--- src/rtl/cpu_protocol_monitor.sv ---
// Passive latency/handshake monitor for simple_cpu with sticky flags and counters.
// Define CPU_MON_HIST_EN to add the per-latency completion histogram.
module cpu_protocol_monitor #(
  parameter int MAX_LAT     = 5,
  parameter int MEM_TIMEOUT = 3,
  parameter int CNT_W       = 16,
  localparam int LAT_W      = $clog2(MAX_LAT + 1)
) (
  input  logic             clk,
  input  logic             rst_n,
  input  logic             instr_valid,
  input  logic             instr_ready,
  input  logic [15:0]      instr,
  input  logic             mem_req,
  input  logic             mem_ready,
  input  logic             done,
  input  logic             err_clr,
  output logic [5:0]       err_flags,
  output logic [CNT_W-1:0] err_count,
  output logic [CNT_W-1:0] instr_count,
  output logic [LAT_W-1:0] max_lat,
  output logic             mon_busy,
  input  logic [LAT_W-1:0] hist_sel,
  output logic [CNT_W-1:0] hist_data
);

  localparam int WAIT_W = $clog2(MEM_TIMEOUT + 2);
  localparam logic [3:0] OP_HALT = 4'hF;

  typedef enum logic {
    S_IDLE,
    S_ACTIVE
  } state_e;

  typedef enum logic [1:0] {
    C_EX3,
    C_EX4,
    C_MEM,
    C_UND
  } cls_e;

  function automatic cls_e classify(input logic [3:0] op);
    cls_e c;
    unique case (op)
      4'h0, 4'hB, 4'hC, 4'hF: c = C_EX3;
      4'h1, 4'h2, 4'h3, 4'h4,
      4'h5, 4'h6, 4'h7, 4'h8: c = C_EX4;
      4'h9, 4'hA:             c = C_MEM;
      default:                c = C_UND;
    endcase
    return c;
  endfunction

  function automatic logic [CNT_W-1:0] sat_inc(
    input logic [CNT_W-1:0] x
  );
    return (&x) ? x : x + CNT_W'(1);
  endfunction

  state_e             state_q;
  cls_e               cls_q;
  logic               halt_q;
  logic [LAT_W-1:0]   lat_q;
  logic [WAIT_W-1:0]  wait_q;
  logic               hs_q;
  logic               done_q;
  logic [5:0]         flags_q;
  logic [CNT_W-1:0]   errc_q;
  logic [CNT_W-1:0]   instc_q;
  logic [LAT_W-1:0]   maxl_q;
  logic [CNT_W-1:0]   hist_q;

  logic       accept;
  logic       active;
  logic       cmpl;
  logic       tmo;
  logic       mem_wait;
  logic       lat_ok;
  logic       lat_one;
  logic [5:0] ev;
  logic       any_ev;

  logic unused_instr;
  assign unused_instr = ^instr[11:0];

  always_comb begin
    accept   = instr_valid && instr_ready;
    active   = state_q == S_ACTIVE;
    cmpl     = active && instr_ready;
    tmo      = active && !instr_ready &&
               (lat_q == LAT_W'(MAX_LAT));
    mem_wait = mem_req && !mem_ready;
    lat_one  = lat_q == LAT_W'(1);
    lat_ok   = 1'b1;
    unique case (cls_q)
      C_EX3:   lat_ok = lat_q == LAT_W'(3);
      C_EX4:   lat_ok = lat_q == LAT_W'(4);
      C_MEM:   lat_ok = lat_q >= LAT_W'(3);
      default: lat_ok = 1'b1;
    endcase
    ev    = '0;
    ev[0] = tmo;
    ev[1] = cmpl && !lat_one && !lat_ok;
    ev[2] = cmpl && lat_one;
    ev[3] = mem_wait &&
            (wait_q == WAIT_W'(MEM_TIMEOUT));
    ev[4] = hs_q && mem_req;
    ev[5] = (cmpl && halt_q && !done) ||
            (done_q && !done);
    any_ev = |ev;
  end

  // Acceptance also covers back-to-back restart from ACTIVE.
  always_ff @(posedge clk or negedge rst_n) begin
    if (!rst_n) begin
      state_q <= S_IDLE;
      lat_q   <= '0;
      cls_q   <= C_UND;
      halt_q  <= 1'b0;
    end else if (accept) begin
      state_q <= S_ACTIVE;
      lat_q   <= LAT_W'(1);
      cls_q   <= classify(instr[15:12]);
      halt_q  <= instr[15:12] == OP_HALT;
    end else if (cmpl || tmo) begin
      state_q <= S_IDLE;
    end else if (active) begin
      lat_q   <= lat_q + LAT_W'(1);
    end
  end

  // wait_q parks one past the limit so E3 fires once per request.
  always_ff @(posedge clk or negedge rst_n) begin
    if (!rst_n) begin
      wait_q <= '0;
      hs_q   <= 1'b0;
      done_q <= 1'b0;
    end else begin
      if (!mem_wait) begin
        wait_q <= '0;
      end else if (wait_q != WAIT_W'(MEM_TIMEOUT + 1)) begin
        wait_q <= wait_q + WAIT_W'(1);
      end
      hs_q   <= mem_req && mem_ready;
      done_q <= done;
    end
  end

  always_ff @(posedge clk or negedge rst_n) begin
    if (!rst_n) begin
      flags_q <= '0;
      errc_q  <= '0;
      instc_q <= '0;
      maxl_q  <= '0;
    end else if (err_clr) begin
      flags_q <= ev;
      errc_q  <= CNT_W'(any_ev);
      instc_q <= '0;
      maxl_q  <= '0;
    end else begin
      flags_q <= flags_q | ev;
      if (any_ev) errc_q <= sat_inc(errc_q);
      if (cmpl) begin
        instc_q <= sat_inc(instc_q);
        if (lat_q > maxl_q) maxl_q <= lat_q;
      end
    end
  end

`ifdef CPU_MON_HIST_EN
  logic [CNT_W-1:0] bin_q [2**LAT_W];

  always_ff @(posedge clk or negedge rst_n) begin
    if (!rst_n) begin
      for (int k = 0; k < 2**LAT_W; k++) bin_q[k] <= '0;
      hist_q <= '0;
    end else begin
      hist_q <= (hist_sel <= LAT_W'(MAX_LAT)) ?
                bin_q[hist_sel] : '0;
      if (err_clr) begin
        for (int k = 0; k < 2**LAT_W; k++) bin_q[k] <= '0;
      end else if (cmpl) begin
        bin_q[lat_q] <= sat_inc(bin_q[lat_q]);
      end else if (tmo) begin
        bin_q[0] <= sat_inc(bin_q[0]);
      end
    end
  end
`else
  logic unused_hist;
  assign unused_hist = ^hist_sel;
  assign hist_q      = '0;
`endif

  assign err_flags   = flags_q;
  assign err_count   = errc_q;
  assign instr_count = instc_q;
  assign max_lat     = maxl_q;
  assign mon_busy    = state_q == S_ACTIVE;
  assign hist_data   = hist_q;

endmodule

--- config.mk ---
export PLATFORM = sky130hd
export DESIGN_NAME = cpu_protocol_monitor
export DESIGN_NICKNAME = d
export VERILOG_FILES = /design/src/rtl/cpu_protocol_monitor.sv
export SDC_FILE = /design/constraint.sdc
export NUM_CORES = 1
export LEC_CHECK = 0
export CAP_MARGIN = 0
export CORE_MARGIN = 1
export CORE_UTILIZATION = 40
export DETAILED_ROUTE_END_ITERATION = 6
export GPL_TIMING_DRIVEN = 0
export PLACE_DENSITY = 0.69
export SKIP_CTS_REPAIR_TIMING = 1
export SYNTH_ARGS = -nofsm -noshare
export SYNTH_HDL_FRONTEND = slang
export SYNTH_SLANG_ARGS = --single-unit
--- constraint.sdc ---
create_clock -name clk -period 5.2 [get_ports clk]
set_clock_uncertainty 0.15 [all_clocks]
set_input_delay 1.04 -clock clk [delete_from_list [all_inputs] [get_ports clk]]
set_output_delay 1.04 -clock clk [all_outputs]
set_load 0.02 [all_outputs]
# Word-level counts from Yosys, hierarchy flattened
# Memory sizes are Yosys's and may differ from the RTL's. A register that Yosys moved wholly into a read port is not among the register bits.
# Cells that the tools add are included.
[totals]
ff_bits = 51
romBits = 32
inputBits = 27
output_inout_bits = 58
word_cells = 84
mem_count = 1
[memory_table]
columns = ["memory", "depth", "width", "read_ports", "rd_clocked_by_memory_dff", "write_ports", "line", "rtl"]
rows = [
  ["(name not given)", 16, 2, 1, 1, 0, "44", "unique case (op)"],
]
[op_classes]
add_sub_neg = 4
order_cmp = 2
n_eq_ne = 13
muxes = 18
bitwise_logic = 1
reduce_logical = 35
[op_table]
columns = ["op", "n"]
rows = [
  ["$mux W16", 6],
  ["$add A16 B1 Y16 const B", 2],
  ["$reduce_and A16 Y1", 2],
  ["$mux W3", 8],
  ["$logic_and A1 B1 Y1", 14],
  ["$reduce_bool A2 Y1", 5],
  ["$reduce_and A2 Y1", 4],
  ["$add A3 B1 Y3 const B", 2],
  ["$eq A3 B2 Y1 const B", 2],
  ["$eq A3 B3 Y1 const B", 2],
  ["$logic_not A1 Y1", 6],
  ["$mux W6", 1],
  ["$ne A2 B2 Y1 const B", 3],
  ["$or A6 B6 Y6", 1],
  ["$reduce_or A6 Y1", 1],
  ["$eq A4 B4 Y1 const B", 1],
  ["$eq A3 B1 Y1 const B", 1],
  ["$ge A3 B2 Y1 const B", 1],
  ["$gt A3 B3 Y1", 1],
  ["$ne A3 B3 Y1 const B", 1],
  ["$pmux W1 S3", 1],
  ["$eq A2 B1 Y1 const B", 1],
  ["$eq A2 B2 Y1 const B", 1],
  ["$logic_not A2 Y1", 1],
  ["3 further kinds", 5],
]

# Depth between registers and ports, before layout
# Gate-level depths: netlist (run 1).
[depth]
ltp_word = 7
depth_mapped = 10
ltp_nobuf = 8

# Least setup slack after synthesis (run 1)
# Ideal clock, no wire load.
[synth_timing]
path_kind = "input port to flip-flop"
start = "input port instr_ready"
end = "register errc_q[15] (netlist: err_count[15])"
setup_time_ns = 0.136
arrival_time_ns = 2.364
required_time_ns = 4.914
slack_ns = 2.549
path_stages = 9
n_path_buf = 3
path_cell_list = "buf_2 nand2b_1 and2_1 o221ai_4 o21bai_4 buf_6 buf_4 o31ai_1 a21oi_1"
[synth_via]
elab_chain_cells = 7
elab_cells_between_ends = 13
cone_classes = "reduce/logical: 13"
[synth_lines]
columns = ["item", "line", "rtl"]
rows = [
  ["start, declared", "12", "input logic instr_ready,"],
  ["$logic_and A1 B1 Y1", "89", "cmpl = active && instr_ready;"],
  ["$logic_and A1 B1 Y1 (2 in series)", "108", "ev[5] = (cmpl && halt_q && !done) ||"],
  ["$logic_or A1 B1 Y1", "108", ""],
  ["$reduce_or A6 Y1 *", "110", "any_ev = |ev;"],
  ["$reduce_bool A2 Y1 (no line) *", "--", ""],
  ["$reduce_and A2 Y1 (no line) *", "--", ""],
  ["end signal, assigned", "157", "errc_q <= CNT_W'(any_ev);"],
  ["end signal, assigned", "162", "if (any_ev) errc_q <= sat_inc(errc_q);"],
  ["end, declared", "68", "logic [CNT_W-1:0] errc_q;"],
]
# Every way passes the cells marked *; elsewhere a longest branch is shown, timed or not.
# A chain may end at the register's enable or synchronous reset.

# Worst setup path after layout (run 1)
[layout_timing]
start = "input port mem_ready"
end = "register errc_q[1] (netlist: err_count[1])"
[layout_via]
elab_chain_cells = 6
[layout_lines]
columns = ["item", "line", "rtl"]
rows = [
  ["start, declared", "15", "input logic mem_ready,"],
  ["$logic_not A1 Y1", "92", "mem_wait = mem_req && !mem_ready;"],
  ["$logic_and A1 B1 Y1", "92", ""],
  ["$logic_and A1 B1 Y1", "105", "ev[3] = mem_wait &&"],
  ["$reduce_or A6 Y1", "110", ""],
  ["$reduce_bool A2 Y1 (no line)", "--", ""],
  ["$reduce_and A2 Y1 (no line)", "--", ""],
]
# No other way between the ends.

==> results of run 1 <==
==> layer usage <==
metal | track usage (%) | share of wire (%) | vias to the layer above
met1 | 23.2 | 47 | 1148
met3 | 3.60 | 6.1 | 9
met4 | 5.07 | 1.4 | 0
met2 | 27.8 | 46 | 70
met5 | 0 | 0 | -
li1 | - | - | 1170
==> synth_stat cells (all sizes together), types with 2 or more instances <==
library cell	number
a211oi	2
a21o	2
a21oi	21
a22o	2
a31oi	3
and2	2
and3	4
buf	20
clkbuf	4
dfrtp	51
dfstp	2
ha	14
inv	18
mux2i	4
nand2	23
nand2b	4
nand3	14
nand4	7
nor2	25
nor2b	2
nor3	3
nor3b	3
o21a	3
o21ai	14
o22ai	2
o2bb2ai	4
o31ai	5
or2	3
or3	8
or4	5
xnor2	4
xor2	11
==> placed cells by master (no fill, tap or decap), drive strengths merged, types with 3 or more instances in the layout <==
cell type      netlist  routed
or4                  5       5
mux2i                4       4
conb                 1      16
o31ai                5       5
xnor2                4       4
inv                 18      18
clkdlybuf4s50        0      50
clkbuf               4      11
and3                 4       4
or2                  3       3
nand2               23      23
dfrtp               51      51
nand3               14      14
nor3                 3       3
nand4                7       7
nand2b               4       4
xor2                11      11
o21ai               14      14
o2bb2ai              4       4
a21oi               21      21
nor2                25      25
o21a                 3       3
nor3b                3       3
buf                 20      22
or3                  8       8
a31oi                3       3
ha                  14      14
==> worst paths after layout <==
| kind | startpoint | to | slack [ns] |
|---|---|---|---|
| worst max-delay path | mem_ready | err_count[1]$_DFFE_PN0P_ | 2.28 |
| worst min-delay path | err_flags[3]$_DFF_PN0_ | err_flags[3]$_DFF_PN0_ | 0.35 |
| worst max register to register | wait_q[0]$_DFFE_PN0P_ | err_count[1]$_DFFE_PN0P_ | 2.59 |
| worst min register to register | err_flags[3]$_DFF_PN0_ | err_flags[3]$_DFF_PN0_ | 0.35 |
| max in group asynchronous | rst_n | instr_count[1]$_DFFE_PN0P_ | 3.88 |
| min in group asynchronous | rst_n | err_flags[0]$_DFF_PN0_ | 0.49 |
==> stage by stage <==
| step | instance area, um^2 | hold WS (ns) | util (%) |
|---|---|---|---|
| 3_3_place_gp | 3610 | 0.328 | 52.2 |
| 3_5_place_dp | 3620 | 0.329 | 52.4 |
| 2_1_floorplan | 2980 | 0.314 | - |
| 5_1_grt | 3740 | 0.365 | 54.1 |
| 4_1_cts | 3740 | 0.348 | 54.1 |
| 6_report | 3740 | 0.347 | 54.1 |
==> registers in the layout (all words and copies together), names as in the netlist, 2 cells and up <==
signal	count
cls_q	2
err_flags	6
lat_q	3
err_count	16
instr_count	16
max_lat	3
wait_q	3
==> power by group through the flow <==
stage | sequential (mW) | clock (mW) | combinational [mW]
floorplan | 0.528 | 0 | 0.193
finish | 0.505 | 0.289 | 0.325
global route | 0.513 | 0.316 | 0.362
detailed placement | 0.514 | 0 | 0.327
global placement | 0.512 | 0 | 0.318
CTS | 0.506 | 0.294 | 0.329
==> cells by family (layout without fill, tap and decap cells) <==
kind of cell,count (synthesis),in the layout,synth area share (%)
multiplexers,5,5,1.76
buffers and inverters,43,103,8.06
flip-flops,53,53,45.5
XOR/XNOR,15,15,4.50
other,1,16,0.128
AO/OA/AOI/OAI,65,65,15.9
AND/OR/NAND/NOR,104,104,18.2
adder cells (fa/ha/maj),14,14,6.00
==> area by class of cell <==
| type | instances | area (um^2) | area share (%) |
|---|---|---|---|
| clock buffer | 7 | 86.3 | 2.31 |
| sequential | 53 | 1330 | 35.6 |
| tap | 96 | 120 | 3.21 |
| inverter | 19 | 71.3 | 1.91 |
| multi-input combinational | 219 | 1410 | 37.8 |
| timing repair buffer | 52 | 526 | 14.1 |
| buffer | 24 | 164 | 4.39 |
| clock inverter | 1 | 30.0 | 0.803 |
==> metrics.cfg, run 1 <==
[worst_hold_path]
holdPathStages=1
hp-class=register to register

[place]
dp_cells=463
place.gp.congestion=0.779
port_buffers=51
post-place-ws_ns=1.90
hpwl_um=4610

[global_routing]
antenna_found_initial=0
grt_use_total_pct=17.2
grt_max_degree=39
overflow=0
grt_pass1_wl_um=10200
grt_pass1_vias=2231

[layout]
stdcell_count=471
n_antenna_cell=0
nFillCells=647
fin_nets=415
area_growth_pct=28.0
layout-drive-gt1-share_pct=11.5

[timing]
worst_pin_slew_ns=0.645
fmax_mhz=342
setup_viol=0
period_share_pct=56.2
rsz0062_at_grt=no
hold_viol=0
slew_viol_final=0
min_period_ns=2.92
relSlewSlack_pct=56.7
setup_ws_ns=2.28
tns_ns=0

[synthesis]
synth_area_um2=2920
syn_avg_cell_area_um2=9.73
yosysSeqAreaShare_pct=45.5
synth_top_area_share_pct=43.7
synth-edff-count=0
synth_largest_area_cell=dfrtp_1
synth_area_leaders=dfrtp_1 44%, ha_1 6.0%, buf_4 4.4%, a21oi_1 3.6%, xor2_1 3.3%
ys_ff_latch=53
synthArstFlopShare_pct=100
synth_flop_cell=dfrtp_1
synthCells=300
ys_types=49
yosys_warnings=0

[power]
switchingPower_mw=0.363
total_power_mw=1.12
comb_power_share_pct=29.0
vdd_drop_max_mv=0.185
power_density_nw_per_um2=300
seq_power_share_pct=45.1
p_clk_share_pct=25.8
p_leak_nw=1.57
swShare_pct=32.4
power.internal_mw=0.757

[setup_path]
reg2regPathDepth=10
cpPeakStageDelay_ns=0.49
cp.required_ns=5.24
crit_arrival_ns=2.96
slowest_stage=clkdlybuf4s50_1
path_class=input port to register
path_cells=clkdlybuf4s50_1 -> nor2b_1 -> o21ai_0 -> o221ai_4 -> o21bai_4 -> buf_6 -> buf_4 -> mux2i_1 -> nor2_1
critPathLaunchType=input port
cp_top_family=buffers and inverters
endpoint_kind=register
cp.depth=9
crit_buf_inv=3
crit_fanout=10

[drt]
drtIter0Drc=125
routed_wl_um=6210
wl_per_cell_um=13.2
drc=0
ant_nets=0
vias_per_cell=5.09
vias=2397
dr.pass1.iters=4

[run]
drv_cap=0

[floorplan]
fp.dieW_um=87.4
core_um2=6910
die_h_um=87.4
core.rowCount=30
dieArea_um2=7640
io_pins=85
start_util_pct=42.3

[cts]
htree_levels=2
clockRootBuffer=clkbuf_8
cts_buffers=5
clk_pin_slew_ns=0.10
cts_sinks=53
clkLatencyLatePin_ns=0.31
cts_tree=done
clockBufferDepth=2

[run_status]
status=complete, no violations

Note: power is estimated with default switching activity, not from simulation.
==> run 2: changes to the inputs <==
--- a/config.mk
+++ b/config.mk
@@ -10,7 +10,7 @@
 export CORE_UTILIZATION = 40
 export DETAILED_ROUTE_END_ITERATION = 6
 export GPL_TIMING_DRIVEN = 0
-export PLACE_DENSITY = 0.69
+export PLACE_DENSITY = 0.72
 export SKIP_CTS_REPAIR_TIMING = 1
 export SYNTH_ARGS = -nofsm -noshare
 export SYNTH_HDL_FRONTEND = slang
==> constraint.sdc (replaced) <==
create_clock -name clk -period 2.5 [get_ports clk]
set_clock_uncertainty 0.15 [all_clocks]
set_input_delay 0.5 -clock clk [delete_from_list [all_inputs] [get_ports clk]]
set_output_delay 0.5 -clock clk [all_outputs]
set_load 0.02 [all_outputs]
==> run 2 against run 1 <==
Sequential cell count did not move; via count fell by 0.79%; critical path type is now register to register; critical endpoint is now err_count[9]$_DFFE_PN0P_; die area did not move; sequential power rose by 110%.
==> metrics.cfg, run 2 (synthesized netlist as in run 1, its figures left out) <==
[place]
hpwl_um=4540  ; -1.6%
dp_cells=463  ; unchanged
place.gp.congestion=0.792  ; +1.6%
port_buffers=51  ; unchanged

[drt]
drtIter0Drc=174  ; +39%
routed_wl_um=6060  ; -2.4%
drc=0  ; unchanged
dr.pass1.iters=4  ; unchanged
wl_met1_um=2720  ; -6.3%
route.met3.wl_um=387  ; +2.4%
wl_met2_um=2930  ; +2.8%
vias_per_cell=5.02  ; -1.4%
vias=2378  ; -0.79%
wl_per_cell_um=12.8  ; -3.0%
ant_nets=0  ; unchanged
top_layer=met4

[run]
drv_cap=0  ; unchanged

[setup_path]
reg2regPathDepth=8  ; -2
endpoint=err_count[9]$_DFFE_PN0P_
r2r_end=err_count[9]$_DFFE_PN0P_
crit_arrival_ns=2.49  ; -0.47 ns
path_class=register to register
regToRegSetupSlack_ns=0.09  ; -2.50 ns
cp.required_ns=2.58  ; -2.66 ns
endpoint_kind=register
rr_startpoint=lat_q[0]$_DFFE_PN0P_
startpoint=lat_q[0]$_DFFE_PN0P_
crit_fanout=7  ; -3
critPathLaunchType=register

[power]
seq_power_share_pct=46.5  ; +1.4 points
vdd_drop_max_mv=0.336  ; +82%
total_power_mw=2.25  ; +100%
power_density_nw_per_um2=600  ; +100%
swShare_pct=33.3  ; +0.90 points
switchingPower_mw=0.751  ; +110%
p_leak_nw=1.58  ; +0.34%
p_clk_share_pct=21.6  ; -4.2 points
power.internal_mw=1.50  ; +99%
comb_power_share_pct=31.9  ; +2.9 points

[floorplan]
core.rowCount=30  ; unchanged
start_util_pct=42.3  ; unchanged
die_h_um=87.4  ; unchanged
dieArea_um2=7640  ; unchanged
core_um2=6910  ; unchanged
fp.dieW_um=87.4  ; unchanged
io_pins=85  ; unchanged

[timing]
rsz0062_at_grt=no
period_share_pct=96.5
hold_viol=0  ; unchanged
relSlewSlack_pct=56.1  ; -0.58 points
fin_hold_ws_ns=0.346  ; -0.00109 ns
min_period_ns=2.41
slew_viol_final=0  ; unchanged
setup_viol=0  ; unchanged
worst_pin_slew_ns=0.654  ; +0.00865 ns
fmax_mhz=415

[layout]
area_growth_pct=28.8
stdcell_count=474  ; +0.64%
nFillCells=640  ; -1.1%
layout-drive-gt1-share_pct=12.4  ; +0.97 points
n_antenna_cell=0  ; unchanged
fin_nets=418  ; +0.72%
final_common_cell=clkdlybuf4s50_1
final_cell_mix=50 x clkdlybuf4s50_1, 49 x dfrtp_1, 25 x nor2_1

[global_routing]
grt_pass1_wl_um=10100  ; -1.6%
overflow=0  ; unchanged
grt_max_degree=37  ; -5.1%
antenna_found_initial=0  ; unchanged
grt_use_total_pct=16.8  ; -0.39 points
grt_pass1_vias=2168  ; -2.8%

[cts]
clkLatencyLatePin_ns=0.30  ; about the same
clk_pin_slew_ns=0.09  ; about the same
htree_levels=2  ; unchanged
cts_buffers=5  ; unchanged
cts_tree=done
clockRootBuffer=clkbuf_8
clockBufferDepth=2  ; unchanged
cts_sinks=53  ; unchanged

[worst_hold_path]
hp-class=register to register

[run_status]
status=complete, no violations

==> run 2: power groups by stage <==
stage	Clock (mW)	Combinational, mW	Sequential (mW)
global placement	0	0.663	1.06
finish	0.488	0.719	1.05
CTS	0.505	0.690	1.05
global route	0.543	0.791	1.07
floorplan	0	0.401	1.10
detailed placement	0	0.688	1.06
==> run 2: worst min path at each step <==
stage          slack (ns)  cells past startpoint                    from                   endpoint
2_1_floorplan        0.05                      0                   rst_n           done_q$_DFF_PN0_
3_3_place_gp         0.33                      1  err_flags[5]$_DFF_PN0_     err_flags[5]$_DFF_PN0_
3_5_place_dp         0.31                      1                   rst_n         halt_q$_DFFE_PN0P_
4_1_cts             -0.02                      1                   rst_n  err_count[10]$_DFFE_PN0P_
5_1_grt              0.36                      2             instr_ready       lat_q[2]$_DFFE_PN0P_
6_report             0.35                      1  err_flags[1]$_DFF_PN0_     err_flags[1]$_DFF_PN0_
==> run 2: through the flow <==
step	utilization, %	setup slack, ns	TNS, ns	instance area, um^2
after global routing	54.4	0.00443	0	3760
after CTS	53.7	-0.161	-0.735	3710
after floorplan	-	0.260	0	2980
final	54.4	0.0884	0	3760
after global placement	52.2	-0.825	-44.23	3610
after detailed placement	52.4	-0.282	-1.84	3620
==> run 2: worst max-delay path, stage by stage (launching register included) <==
cell and delay, ns:
dfrtp_2 0.46, ha_1 0.21, ha_1 0.19, a221oi_2 0.20
o221a_2 0.28, o21bai_4 0.09, buf_12 0.14, or4_1 0.46
a21oi_1 0.16
==> run 2: metal layers <==
layer,global-route usage [%],up-vias
met5,0,-
met4,3.87,0
met3,3.22,4
met2,27.8,69
met1,22.8,1127
li1,-,1178
==> run 2: area by class of cell <==
cell class	count	area, um^2	area share [%]
Sequential cell	53	1330	35.4
Buffer	24	168	4.46
Clock buffer	8	90.1	2.40
Timing Repair Buffer	55	563	15.0
Inverter	19	71.3	1.90
Tap cell	96	120	3.20
Multi-Input combinational cell	219	1420	37.6
